## src/rtl/accumulator_alu_16bit_if.sv

```systemverilog
// Command/result bus of the accumulator ALU: operand-side valid/ready command
// channel plus the registered accumulator/flag result channel.
interface accumulator_alu_16bit_if;
    logic        in_valid;
    logic        in_ready;
    logic [2:0]  op;
    logic [15:0] D;
    logic        out_valid;
    logic        out_ready;
    logic [15:0] Acc;
    logic        Sign;
    logic        Zero;
    logic        Carry;
    logic        Parity;
    logic        Overflow;
    logic        OvfSticky;

    modport master (
        output in_valid, op, D, out_ready,
        input  in_ready, out_valid, Acc, Sign, Zero, Carry, Parity, Overflow, OvfSticky
    );

    modport slave (
        input  in_valid, op, D, out_ready,
        output in_ready, out_valid, Acc, Sign, Zero, Carry, Parity, Overflow, OvfSticky
    );
endinterface

```

## src/rtl/accumulator_alu_16bit.sv

```systemverilog
// Registered accumulator stage around a 16-bit flagged adder with a one-deep
// valid/ready output slot; supports ADC/SBB chaining and sticky overflow.
module accumulator_alu_16bit #(
    parameter logic [15:0] ACC_INIT = 16'h0000
) (
    input  logic                   clk,
    input  logic                   rst_n,
    accumulator_alu_16bit_if.slave bus
);
    localparam int unsigned W = 16;

    localparam logic [2:0] OP_LOAD = 3'b001;
    localparam logic [2:0] OP_ADD  = 3'b010;
    localparam logic [2:0] OP_ADC  = 3'b011;
    localparam logic [2:0] OP_SUB  = 3'b100;
    localparam logic [2:0] OP_SBB  = 3'b101;
    localparam logic [2:0] OP_CLR  = 3'b110;

    typedef enum logic {EMPTY = 1'b0, FULL = 1'b1} state_t;

    state_t         state;
    state_t         state_nxt;
    logic           ready_c;
    logic           accept_c;

    logic [W-1:0]   acc;
    logic           sign;
    logic           zero;
    logic           carry;
    logic           parity;
    logic           ovf;
    logic           ovf_sticky;

    logic [W-1:0]   add_b;
    logic           add_cin;
    logic           is_arith;
    logic [W-1:0]   add_z;
    logic           add_sign;
    logic           add_zero;
    logic           add_carry;
    logic           add_parity;
    logic           add_ovf;

    // Output-slot state register
    always_ff @(posedge clk or negedge rst_n) begin
        if (!rst_n) state <= EMPTY;
        else        state <= state_nxt;
    end

    // Next state: fill on accept, drain on consume without a replacement
    always_comb begin
        state_nxt = state;
        case (state)
            EMPTY:   if (accept_c) state_nxt = FULL;
            FULL:    if (bus.out_ready && !accept_c) state_nxt = EMPTY;
            default: state_nxt = EMPTY;
        endcase
    end

    // Handshake decode; in_ready is deliberately combinational on out_ready
    always_comb begin
        bus.out_valid = (state == FULL);
        ready_c       = (state == EMPTY) || bus.out_ready;
        bus.in_ready  = ready_c;
        accept_c      = bus.in_valid && ready_c;
    end

    // Adder operand select; subtraction uses ~D with the carry as not-borrow
    always_comb begin
        add_b    = bus.D;
        add_cin  = 1'b0;
        is_arith = 1'b0;
        case (bus.op)
            OP_ADD: begin is_arith = 1'b1; end
            OP_ADC: begin is_arith = 1'b1; add_cin = carry; end
            OP_SUB: begin is_arith = 1'b1; add_b = ~bus.D; add_cin = 1'b1; end
            OP_SBB: begin is_arith = 1'b1; add_b = ~bus.D; add_cin = carry; end
            default: ;
        endcase
    end

    fullAdder_16bit u_adder (
        .A        (acc),
        .B        (add_b),
        .Cin      (add_cin),
        .Z        (add_z),
        .Sign     (add_sign),
        .Zero     (add_zero),
        .Carry    (add_carry),
        .Parity   (add_parity),
        .Overflow (add_ovf)
    );

    // Accumulator and flags; only an accepted command changes them
    always_ff @(posedge clk or negedge rst_n) begin
        if (!rst_n) begin
            acc        <= ACC_INIT;
            sign       <= 1'b0;
            zero       <= 1'b0;
            carry      <= 1'b0;
            parity     <= 1'b0;
            ovf        <= 1'b0;
            ovf_sticky <= 1'b0;
        end else if (accept_c) begin
            if (is_arith) begin
                acc        <= add_z;
                sign       <= add_sign;
                zero       <= add_zero;
                carry      <= add_carry;
                parity     <= add_parity;
                ovf        <= add_ovf;
                ovf_sticky <= ovf_sticky | add_ovf;
            end else if (bus.op == OP_LOAD) begin
                acc    <= bus.D;
                sign   <= bus.D[W-1];
                zero   <= (bus.D == W'(0));
                parity <= ~^bus.D;
                carry  <= 1'b0;
                ovf    <= 1'b0;
            end else if (bus.op == OP_CLR) begin
                acc        <= W'(0);
                sign       <= 1'b0;
                zero       <= 1'b1;
                parity     <= 1'b1;
                carry      <= 1'b0;
                ovf        <= 1'b0;
                ovf_sticky <= 1'b0;
            end
        end
    end

    assign bus.Acc       = acc;
    assign bus.Sign      = sign;
    assign bus.Zero      = zero;
    assign bus.Carry     = carry;
    assign bus.Parity    = parity;
    assign bus.Overflow  = ovf;
    assign bus.OvfSticky = ovf_sticky;
endmodule

// Combinational 16-bit adder with sign/zero/carry/even-parity/overflow flags
module fullAdder_16bit (
    input  logic [15:0] A,
    input  logic [15:0] B,
    input  logic        Cin,
    output logic [15:0] Z,
    output logic        Sign,
    output logic        Zero,
    output logic        Carry,
    output logic        Parity,
    output logic        Overflow
);
    logic [16:0] sum;

    assign sum      = 17'(A) + 17'(B) + 17'(Cin);
    assign Z        = sum[15:0];
    assign Carry    = sum[16];
    assign Sign     = sum[15];
    assign Zero     = (sum[15:0] == 16'h0000);
    assign Parity   = ~^sum[15:0];
    // Signed overflow: like-signed operands producing an opposite-signed sum
    assign Overflow = (A[15] == B[15]) && (sum[15] != A[15]);
endmodule
```

## src/flat_wrapper.sv

```systemverilog
// flat-port wrapper written by rule: the top's interface ports become plain ports
module accumulator_alu_16bit_flat 
#(
    parameter logic [15:0] ACC_INIT = 16'h0000
)
  (clk, rst_n, bus_in_valid, bus_op, bus_D, bus_out_ready, bus_in_ready, bus_out_valid, bus_Acc, bus_Sign, bus_Zero, bus_Carry, bus_Parity, bus_Overflow, bus_OvfSticky);
  accumulator_alu_16bit_if bus_i ();
  input  logic clk;
  input  logic rst_n;
  input wire logic [$bits(bus_i.in_valid)-1:0] bus_in_valid;
  input wire logic [$bits(bus_i.op)-1:0] bus_op;
  input wire logic [$bits(bus_i.D)-1:0] bus_D;
  input wire logic [$bits(bus_i.out_ready)-1:0] bus_out_ready;
  output wire logic [$bits(bus_i.in_ready)-1:0] bus_in_ready;
  output wire logic [$bits(bus_i.out_valid)-1:0] bus_out_valid;
  output wire logic [$bits(bus_i.Acc)-1:0] bus_Acc;
  output wire logic [$bits(bus_i.Sign)-1:0] bus_Sign;
  output wire logic [$bits(bus_i.Zero)-1:0] bus_Zero;
  output wire logic [$bits(bus_i.Carry)-1:0] bus_Carry;
  output wire logic [$bits(bus_i.Parity)-1:0] bus_Parity;
  output wire logic [$bits(bus_i.Overflow)-1:0] bus_Overflow;
  output wire logic [$bits(bus_i.OvfSticky)-1:0] bus_OvfSticky;
  assign bus_i.in_valid = bus_in_valid;
  assign bus_i.op = bus_op;
  assign bus_i.D = bus_D;
  assign bus_i.out_ready = bus_out_ready;
  assign bus_in_ready = bus_i.in_ready;
  assign bus_out_valid = bus_i.out_valid;
  assign bus_Acc = bus_i.Acc;
  assign bus_Sign = bus_i.Sign;
  assign bus_Zero = bus_i.Zero;
  assign bus_Carry = bus_i.Carry;
  assign bus_Parity = bus_i.Parity;
  assign bus_Overflow = bus_i.Overflow;
  assign bus_OvfSticky = bus_i.OvfSticky;
  accumulator_alu_16bit #(.ACC_INIT(ACC_INIT)) u_core (.clk(clk), .rst_n(rst_n), .bus(bus_i));
endmodule
```

## config.mk

```make
export PLATFORM = sky130hd
export DESIGN_NAME = accumulator_alu_16bit_flat
export DESIGN_NICKNAME = d
export VERILOG_FILES = /design/src/rtl/accumulator_alu_16bit_if.sv /design/src/rtl/accumulator_alu_16bit.sv /design/src/flat_wrapper.sv
export SDC_FILE = /design/constraint.sdc
export NUM_CORES = 1
export LEC_CHECK = 0
export ABC_CLOCK_PERIOD_IN_PS = 6200
export BUFFER_PORTS_ARGS = -buffer_cell sky130_fd_sc_hd__buf_4
export CORE_ASPECT_RATIO = 2
export CORE_MARGIN = 5
export CORE_UTILIZATION = 30
export CTS_CLUSTER_SIZE = 24
export DETAILED_ROUTE_END_ITERATION = 6
export SLEW_MARGIN = 20
export SYNTH_ARGS = -nofsm -noshare
export SYNTH_HDL_FRONTEND = slang
export SYNTH_SLANG_ARGS = --single-unit
```

## constraint.sdc

```tcl
create_clock -name clk -period 6.2 [get_ports clk]
set_input_delay 0.31 -clock clk [delete_from_list [all_inputs] [get_ports clk]]
set_output_delay 0.31 -clock clk [all_outputs]
set_load 0.05 [all_outputs]
```

==> results.json, run 1 <==
{
  "antennaDiodeCount": 0,
  "netlist_top_cells_count": "33 x xnor2_1, 30 x ha_1, 25 x inv_1, 22 x dfrtp_1",
  "worst_setup_path_end_kind": "flip-flop",
  "post-synth-top-count-cell": "xnor2_1",
  "main_combinational_cell_family_by_area_after_synthesis": "compound AO/OA/AOI/OAI gates",
  "synth_seq_area_share_pct": 23.3,
  "crit_start": "bus_op[1]",
  "place_area_um2": 2790,
  "ff2ff_path_depth": 19,
  "cts_tree": "built",
  "synth_compound_area_share_pct": 24.7,
  "ys_ff_latch": 22,
  "nets": 369,
  "post-synth-top-area-cell": "dfrtp_1",
  "core_area_um2": 7660,
  "timing.fmax_mhz": 223,
  "routed_wl_um": 7170,
  "synth_simple_gate_area_share_pct": 12.0,
  "setup.worst_path.start_class": "input port",
  "worstPathMaxFanout": 10,
  "synth_cells": 271,
  "postSynth.asyncResetShare_pct": 100,
  "critPathCapture": "u_core.bus.Parity",
  "finalSetupViolations": 0,
  "clock_tree.buffer_depth": 2,
  "grt_pass1_vias": 2383,
  "start_util_pct": 30.9,
  "place_congestion": 0.886,
  "floorplan.io_pins": 47,
  "layout_worst_path_cycle_share_pct": 72.3,
  "clkSlewWorstSetupHoldPaths_ns": 0.07,
  "fin_worst_skew_ns": 0.00189,
  "report.final.hold_viol_count": 0,
  "worst_hold_path_type": "in2reg",
  "placementRows": 45,
  "crit_arrival_ns": 4.68,
  "outcome": "finished clean",
  "clock_latency_ns": 0.27,
  "reg2reg_setup_slack_ns": 2.11,
  "vias_per_cell": 5.34,
  "die_x_um": 72.8,
  "powerDensity_nw_per_um2": 690,
  "synth-edff-count": 0,
  "timing_worst_slew_pin_value_ns": 0.876,
  "synth.yosys.warnings": 0,
  "finalWorstPathRequiredPeriod_ns": 4.48,
  "synthTopCellsByArea": "dfrtp_1 23%, ha_1 16%, xnor2_1 12%",
  "detailedRoute.firstIterationViolations": 90,
  "required_ns": 6.39,
  "antenna_violating_nets_post_route": 0,
  "synth_area_um2": 2360,
  "synth_cell_types": 49,
  "fp.dieH_um": 136,
  "multiplexer_fraction_of_the_synthesized_cell_area_pct": 0.424,
  "cts-buffers-inserted": 3,
  "design.die.area_um2": 9860,
  "grt_use_total_pct": 15.4,
  "unrepaired_setup_endpoints_after_global_routing": "no",
  "grt_first_pass_wirelength_um": 11600,
  "ys_dominant_reg_cell": "dfrtp_1",
  "final_cell_area_um2": 2890,
  "post_synthesis_xor_xnor_area_fraction_pct": 15.9,
  "vias": 2173,
  "number_of_search_and_repair_iterations_in_the_first_detailed_routing_pass": 4,
  "post-cts-setup-buffer-count": 0,
  "drv_slew": 0,
  "post-route-drc-count": 0,
  "dp.final_hpwl_um": 5910,
  "htree_num_levels": 1,
  "total_leakage_power_nw": 1.41,
  "antenna_found_initial": 0,
  "wl_per_instance_um": 17.6,
  "buffer_ports.inserted": 46,
  "pin_count_of_the_biggest_net_entering_global_routing": 24,
  "clock_sinks": 22,
  "synth_top_area_share_pct": 23.3,
  "share_of_synthesized_cell_area_in_full_adder_half_adder_and_majority_cells_pct": 17.6,
  "area.growth.synth_to_final_pct": 22.3,
  "timing.max_cap.violations": 0,
  "avgSynthCellArea_um2": 8.72,
  "final_sum_of_negative_setup_slack_ns": 0,
  "totalPowerFinal_mw": 2.00,
  "post_route_cells_drive_above_1_share_pct": 19.5,
  "grt_overflow": 0,
  "rr_startpoint": "u_core.bus.Carry",
  "setup.worst_path.class": "in2reg",
  "clock-root-buffer": "clkbuf_16",
  "r2r-end": "u_core.bus.Parity",
  "slew_headroom_pct": 41.4,
  "synth_nets": 326,
  "peakVddDrop_v": 0.000281
}
## per-stage QoR
stage,worst slack (ns),utilization (%),hold slack (ns),cells
after floorplan,1.92,-,0.0144,271
after detailed placement,1.45,36.5,0.240,402
final,1.72,37.8,0.245,407
after global placement,1.57,36.5,0.237,402
after global routing,1.33,37.8,0.245,407
after CTS,1.72,37.8,0.244,407
## flip-flops by register name, summed over array words and instances, names as in the netlist
| register | cells |
|---|---|
| u_core.bus.Zero | 1 |
| u_core.bus.out_valid | 1 |
| u_core.bus.OvfSticky | 1 |
| u_core.bus.Carry | 1 |
| u_core.bus.Acc | 16 |
| u_core.bus.Parity | 1 |
| u_core.bus.Overflow | 1 |
## worst max-delay path, cell delays in order
cell	delay, ns
buf_4	0.13
nand2b_1	0.40
buf_4	0.30
a21oi_1	0.06
a31oi_1	0.18
fa_1	0.21
inv_1	0.05
fa_1	0.39
a21o_1	0.20
a221oi_2	0.42
o21ai_1	0.18
a21o_1	0.22
a21oi_2	0.14
xor2_1	0.20
ha_1	0.27
xor2_1	0.15
xnor2_1	0.20
xnor2_1	0.16
xnor2_1	0.11
and3_1	0.21
nor3_2	0.16
## power by group
| group | switching, mW | internal (mW) |
|---|---|---|
| Sequential | 0.0611 | 0.206 |
| Combinational | 0.903 | 0.660 |
| Clock | 0.0658 | 0.0992 |
| Total | 1.03 | 0.965 |
## final cells by class
class / count / area [um^2]
Clock buffer: 4 / 88.8
Fill cell: 836 / 4770
Inverter: 25 / 93.8
Multi-Input combinational cell: 213 / 1670
Sequential cell: 22 / 551
Tap cell: 94 / 118
Timing Repair Buffer: 49 / 370
## per-layer routing
metal  track usage (%)  part of all wire [%]
met2              29.9                    58
met4              9.86                   5.6
met5                 0                     0
met1              14.5                    34
met3              1.26                   2.2
## cell families after synthesis
group / count (synthesis)
AO/OA/AOI/OAI: 82
AND/OR/NAND/NOR: 55
XOR/XNOR: 43
buffers and inverters: 36
adder cells (fa/ha/maj): 32
flip-flops: 22
multiplexers: 1
## layout by cell type (no fill, tap or decap), types with 2 or more instances in the layout
master     synthesis  routed
xor2_1            10      10
nor3_1             3       3
a31oi_1            2       2
o211a_1            3       3
buf_4              1      48
o21ai_1            8       8
a31o_1             2       2
nand3_1            2       2
a22o_1             2       2
nor2b_1            3       3
inv_1             25      25
a221oi_2           2       2
and3_1             4       4
a21oi_1           18      18
nor2_1             7       7
nand2b_1           8       8
nand2_1           18      18
clkbuf_16          0       3
fa_1               2       2
nand4_1            4       4
a221o_1            3       3
o21ai_0           12      12
ha_1              30      30
a22oi_1           10      10
a21o_1             6       6
dfrtp_1           22      22
xnor2_1           33      33
## worst min path at each step
stage	start	to	slack [ns]	cells after the start
global placement	rst_n	u_core.bus.Acc[4]	0.24	1
finish	bus_in_valid	u_core.bus.out_valid	0.24	2
floorplan	rst_n	u_core.bus.Acc[0]	0.01	0
CTS	bus_in_valid	u_core.bus.out_valid	0.24	2
global route	bus_in_valid	u_core.bus.out_valid	0.24	2
detailed placement	rst_n	u_core.bus.Acc[4]	0.24	1
## repair_timing
item / CTS / global route
endpoints found under the hold margin: 22 / 0
resized for setup: 0 / 0
hold buffers: 1 / 0
No activity file was read; power rests on OpenSTA's default activity.
==> run 2, diff against run 1 <==
--- a/config.mk
+++ b/config.mk
@@ -5,7 +5,7 @@
 export SDC_FILE = /design/constraint.sdc
 export NUM_CORES = 1
 export LEC_CHECK = 0
-export ABC_CLOCK_PERIOD_IN_PS = 6200
+export ABC_CLOCK_PERIOD_IN_PS = 3800
 export BUFFER_PORTS_ARGS = -buffer_cell sky130_fd_sc_hd__buf_4
 export CORE_ASPECT_RATIO = 2
 export CORE_MARGIN = 5
==> constraint.sdc (replaced) <==
create_clock -name clk -period 3.8 [get_ports clk]
set_input_delay 0.19 -clock clk [delete_from_list [all_inputs] [get_ports clk]]
set_output_delay 0.19 -clock clk [all_outputs]
set_load 0.05 [all_outputs]
==> run 2 against run 1 <==
Die area unchanged; register-to-register slack worse by 2.1 ns; hold slack got worse by 0.11 ns; clock-buffer cell count is the same; cell count up 5.4%; via count increased by 1.9%; non-clock buffer count grew 22; worst setup slack got worse by 1.7 ns; final area grew 7.2%; first-iteration DRC count rose by 13%; flip-flop and latch count stayed put; critical path depth decreased by 1; critical endpoint unchanged; largest cell class unchanged.
==> results.json, run 2 (synthesis results as in run 1) <==
{
  "outcome": "finished clean",
  "worst_hold_path.num_cells": 2,
  "dpl_worst_slack_ns": -0.101,
  "largest_register_ff_count": 16,
  "unrepaired_setup_endpoints_after_global_routing": "yes",
  "htree_num_levels": 1,
  "critical_path.top_delay_family": "compound AO/OA/AOI/OAI gates",
  "cts_tree": "built",
  "rr_startpoint": "u_core.bus.Carry",
  "worst_path_most_repeated_cell": "xnor2_1",
  "core_area_um2": 7660,
  "reg2reg_setup_slack_ns": 0.01,
  "grt_pass1_vias": 2412,
  "fin_worst_skew_ns": 0.00390,
  "floorplan.io_pins": 47,
  "worst_hold_path_type": "in2reg",
  "place_congestion": 0.929,
  "layout_commonest_cell": "buf_4",
  "cts-buffers-inserted": 3,
  "area.growth.synth_to_final_pct": 31.2,
  "post-route-drc-count": 0,
  "dp.final_hpwl_um": 5970,
  "clock_tree.buffer_depth": 2,
  "critical_path.max_stage_delay_ns": 0.42,
  "layout_worst_path_cycle_share_pct": 99.7,
  "worst_path_setup_slack_after_routing_ns": 0.0105,
  "pin_count_of_the_biggest_net_entering_global_routing": 24,
  "drv_slew": 0,
  "antennaDiodeCount": 0,
  "setup.worst_path.start_class": "flip-flop",
  "vias": 2214,
  "nFillCells": 826,
  "crit_arrival_ns": 3.94,
  "clock_sinks": 22,
  "detailedRoute.firstIterationViolations": 102,
  "worstPathCellList": "inv_2, a21oi_2, a31oi_2, fa_2, inv_2, fa_2, a21o_1, a221oi_4, o21ai_2, a21o_1, a21oi_2, xor2_1, ha_1, xor2_1, xnor2_1, xnor2_1, xnor2_1, buf_4, nor3_2, nor3_2",
  "clock-root-buffer": "clkbuf_16",
  "fp.dieH_um": 136,
  "clock_latency_ns": 0.26,
  "slew_headroom_pct": 39.4,
  "buffer_ports.inserted": 46,
  "ff2ff_path_depth": 20,
  "design.die.area_um2": 9860,
  "grt_overflow": 0,
  "final_sum_of_negative_setup_slack_ns": 0,
  "post_route_cells_drive_above_1_share_pct": 27.8,
  "wl_per_instance_um": 17.1,
  "timing.fmax_mhz": 264,
  "nets": 391,
  "antenna_violating_nets_post_route": 0,
  "finalWorstPathRequiredPeriod_ns": 3.79,
  "worstPathMaxFanout": 3,
  "worst-path-buf-inv": 3,
  "timing_worst_slew_pin_value_ns": 0.906,
  "worst_setup_path_end_kind": "flip-flop",
  "utilization_pct": 40.5,
  "r2r-end": "u_core.bus.Parity",
  "report.final.hold_viol_count": 0,
  "hold_path_end": "u_core.bus.out_valid",
  "critical_path.slowest_cell": "dfrtp_2",
  "placementRows": 45,
  "clkSlewWorstSetupHoldPaths_ns": 0.06,
  "number_of_search_and_repair_iterations_in_the_first_detailed_routing_pass": 4,
  "required_ns": 3.95,
  "setup.worst_path.class": "reg2reg",
  "start_util_pct": 30.9,
  "vias_per_cell": 5.16,
  "grt_first_pass_wirelength_um": 11900,
  "layout.cells.most_common_list": "70 x buf_4, 32 x xnor2_1, 30 x ha_1",
  "grt_use_total_pct": 15.7,
  "finalSetupViolations": 0,
  "die_x_um": 72.8,
  "startpoint_of_the_tightest_hold_check_path": "bus_in_valid",
  "antenna_found_initial": 0,
  "timing.max_cap.violations": 0,
  "routed_wl_um": 7350
}
[run 2: cell count changes in the layout (fill, tap and decap cells not counted), sizes merged]
cell  delta
buf     +22
[run 2: area by class of cell]
type | instances | area (um^2) | share of cell area, %
flip-flops and latches | 22 | 552 | 17.8
repair buffers | 71 | 536 | 17.3
clock buffers | 4 | 88.8 | 2.87
multi-input cells | 213 | 1710 | 55.2
well taps | 94 | 118 | 3.79
inverters | 25 | 93.8 | 3.03
[run 2: how the worst max path moves through the flow]
stage | start | endpoint | cells past startpoint
global route | u_core.bus.Carry | u_core.bus.Parity | 20
detailed placement | bus_op[1] | u_core.bus.Parity | 20
global placement | bus_op[1] | u_core.bus.Parity | 20
CTS | u_core.bus.Carry | u_core.bus.Parity | 19
finish | u_core.bus.Carry | u_core.bus.Parity | 20
floorplan | bus_op[1] | u_core.bus.Parity | 21
[run 2: worst reg2reg max path, cell delays in order (launching register included)]
cell and delay [ns]:
dfrtp_2 0.42, inv_2 0.06, a21oi_2 0.05, a31oi_2 0.16, fa_2 0.24, inv_2 0.04
fa_2 0.33, a21o_1 0.20, a221oi_4 0.27, o21ai_2 0.10, a21o_1 0.17, a21oi_2 0.15
xor2_1 0.24, ha_1 0.29, xor2_1 0.15, xnor2_1 0.19, xnor2_1 0.16, xnor2_1 0.11
buf_4 0.15, nor3_2 0.15, nor3_2 0.05
[run 2: through the flow]
stage / std cells / hold slack, ns / instance area [um^2]
finish: 429 / 0.130 / 3100
global route: 429 / 0.136 / 3100
CTS: 427 / 0.125 / 3080
detailed placement: 415 / 0.123 / 2910
global placement: 415 / 0.119 / 2910
floorplan: 271 / -0.106 / 2400
[run 2: routing by layer]
metal	vias to the layer above	track usage, %	wire (um)
li1	1086	-	-
met5	-	0	0
met4	0	9.96	422
met2	58	30.3	4270
met1	1048	15.4	2460
met3	22	0.892	200
[run 2: timing repair]
item                                    in CTS  in global routing
buffers inserted                             7                  2
hold endpoints to repair                    22                  0
pin swaps                                   15                 13
hold buffers                                 1                  0
endpoints found under the setup margin       1                  1
resized for setup                            6                  1
Power of run 2 is left out: the tool's default activity adds up to more than one toggle a clock period on the data nets, which glitch-free logic cannot reach.
==> run 3, diff against run 2 <==
--- a/config.mk
+++ b/config.mk
@@ -7,11 +7,14 @@
 export LEC_CHECK = 0
 export ABC_CLOCK_PERIOD_IN_PS = 3800
 export BUFFER_PORTS_ARGS = -buffer_cell sky130_fd_sc_hd__buf_4
+export CELL_PAD_IN_SITES_DETAIL_PLACEMENT = 0
+export CELL_PAD_IN_SITES_GLOBAL_PLACEMENT = 1
 export CORE_ASPECT_RATIO = 2
 export CORE_MARGIN = 5
 export CORE_UTILIZATION = 30
 export CTS_CLUSTER_SIZE = 24
 export DETAILED_ROUTE_END_ITERATION = 6
+export PLACE_DENSITY_LB_ADDON = 0.1
 export SLEW_MARGIN = 20
 export SYNTH_ARGS = -nofsm -noshare
 export SYNTH_HDL_FRONTEND = slang
==> run 3 against run 2 <==
The flow now finishes with violations (negative setup slack); die area unchanged; critical path depth shrank 1; global-route usage grew 0.85 points; register-to-register slack got worse by 0.06 ns; first-iteration DRC count shrank 3.9%; critical endpoint unchanged; highest routed layer unchanged.
==> results.json, run 3 (synthesis results as in run 1) <==
{
  "outcome": "complete, but fails checks",
  "failed_checks": "negative setup slack",
  "comb_power_share_pct": 79.1,
  "total_leakage_power_nw": 1.54,
  "power.sequential.fraction_pct": 12.2,
  "cts_tree": "built",
  "nets": 394,
  "start_util_pct": 30.9,
  "number_of_search_and_repair_iterations_in_the_first_detailed_routing_pass": 4,
  "hold_path_end": "u_core.bus.out_valid",
  "place_area_um2": 2970,
  "post_route_cells_drive_above_1_share_pct": 28.4,
  "rr_startpoint": "u_core.bus.Carry",
  "core_area_um2": 7660,
  "htree_num_levels": 1,
  "antenna_found_initial": 0,
  "report.final.hold_viol_count": 0,
  "timing_worst_slew_pin_value_ns": 0.952,
  "placed_cells_incl_taps": 423,
  "clock-root-buffer": "clkbuf_16",
  "clock_sinks": 22,
  "clock_tree.buffer_depth": 2,
  "antenna_violating_nets_post_route": 0,
  "largest_register_ff_count": 16,
  "drv_slew": 0,
  "layout.cells.most_common_list": "73 x buf_4, 32 x xnor2_1, 30 x ha_1",
  "detailedRoute.firstIterationViolations": 98,
  "timing.max_cap.violations": 0,
  "clock_latency_ns": 0.26,
  "pin_count_of_the_biggest_net_entering_global_routing": 24,
  "area.growth.synth_to_final_pct": 32.9,
  "floorplan.io_pins": 47,
  "net-switching-power_mw": 1.72,
  "clkSlewWorstSetupHoldPaths_ns": 0.07,
  "grt_first_pass_wirelength_um": 12300,
  "grt_pass1_vias": 2416,
  "worst_path_setup_slack_after_routing_ns": -0.0454,
  "dpl_worst_slack_ns": -0.160,
  "layout_worst_path_cycle_share_pct": 101,
  "worst_hold_path.num_cells": 2,
  "placementRows": 45,
  "antennaDiodeCount": 0,
  "cts-buffers-inserted": 3,
  "r2r-end": "u_core.bus.Parity",
  "crit_arrival_ns": 4.03,
  "setup.worst_path.start_class": "flip-flop",
  "peakVddDrop_v": 0.000833,
  "final_cells": 432,
  "crit_start": "u_core.bus.Carry",
  "powerDensity_nw_per_um2": 1130,
  "finalSetupViolations": 1,
  "routed_wl_um": 7670,
  "layout_commonest_cell": "buf_4",
  "fp.dieH_um": 136,
  "unrepaired_setup_endpoints_after_global_routing": "yes",
  "dp.final_hpwl_um": 6280,
  "worstPathMaxFanout": 4,
  "design.die.area_um2": 9860,
  "slew_headroom_pct": 36.4,
  "buffer_ports.inserted": 46,
  "final_sum_of_negative_setup_slack_ns": -0.0454,
  "vias": 2207,
  "fin_worst_skew_ns": 0.00497,
  "grt_use_total_pct": 16.5,
  "post-route-drc-count": 0,
  "vias_per_cell": 5.11,
  "utilization_pct": 41.0,
  "final_cell_area_um2": 3140,
  "die_x_um": 72.8,
  "worst_hold_path_type": "in2reg",
  "wl_per_instance_um": 17.8,
  "setup.worst_path.class": "reg2reg",
  "finalWorstPathRequiredPeriod_ns": 3.85,
  "place_congestion": 0.931,
  "startpoint_of_the_tightest_hold_check_path": "bus_in_valid",
  "worst_setup_path_end_kind": "flip-flop",
  "reg2reg_setup_slack_ns": -0.05,
  "clkPwrFrac_pct": 8.7,
  "ff2ff_path_depth": 19,
  "required_ns": 3.99,
  "timing.fmax_mhz": 260,
  "grt_overflow": 0,
  "swShare_pct": 48.6,
  "power.internal_mw": 1.82
}
run 3: cell types whose count changed in the layout (fill, tap and decap cells not counted):
cell       before  now
bufinv_16       0    1
clkbuf_8        1    0
buf_4          70   73
xor2_2          0    1
xor2_1         10    9
nor3_1          2    3
nor3_2          2    1
run 3: metal layers:
layer  up-vias  GRT usage [%]  wire length, um
met5         -              0                0
met4         0           7.70              235
met3        14           1.56              243
met2        48           32.2             4500
met1      1048           16.8             2690
li1       1097              -                -
run 3: power by group through the flow:
stage          sequential [mW]  combinational [mW]  clock [mW]
4_1_cts                  0.433                2.81       0.327
3_5_place_dp             0.436                2.77           0
6_report                 0.433                2.80       0.309
3_3_place_gp             0.435                2.76           0
2_1_floorplan            0.769                1.67           0
5_1_grt                  0.451                3.07       0.335
run 3: how the worst max path moves through the flow:
stage / depth (start not counted) / slack [ns] / to
floorplan: 21 / 0.02 / u_core.bus.Parity
global placement: 20 / -0.18 / u_core.bus.Parity
detailed placement: 20 / -0.16 / u_core.bus.Parity
CTS: 19 / -0.08 / u_core.bus.Parity
global route: 19 / -0.26 / u_core.bus.Parity
finish: 19 / -0.05 / u_core.bus.Parity
run 3: timing repair:
action                                 CTS  global route
resized for setup                        1             6
setup endpoints to repair                1             1
endpoints found under the hold margin   22             0
buffers inserted                         1             3
pin swaps                                0            11
hold buffers                             1             0
run 3: cell type report:
| class | count | area [um^2] |
|---|---|---|
| fillers | 847 | 4520 |
| well taps | 94 | 118 |
| multi-input cells | 213 | 1720 |
| clock inverters | 1 | 30.0 |
| inverters | 25 | 93.8 |
| flip-flops and latches | 22 | 552 |
| repair buffers | 74 | 558 |
| clock buffers | 3 | 75.1 |
run 3: critical path, cell delays in order, from the launching register on:
cell and delay, ns:
dfrtp_2 0.44, inv_2 0.06, a21oi_2 0.05, a31oi_2 0.19, fa_2 0.25, inv_2 0.04, fa_2 0.33, a21o_1 0.25
a221oi_4 0.30, o21ai_2 0.12, a21o_1 0.17, a21oi_2 0.18, xor2_2 0.20, ha_1 0.27, xor2_1 0.15, xnor2_1 0.16
xnor2_1 0.15, xnor2_1 0.10, and3_1 0.19, nor3_2 0.15
run 3: per-stage QoR:
stage / total power, mW / hold WS [ns]
after floorplan: 2.44 / -0.106
after CTS: 3.57 / 0.122
final: 3.55 / 0.129
after global routing: 3.86 / 0.135
after global placement: 3.20 / 0.123
after detailed placement: 3.21 / 0.121
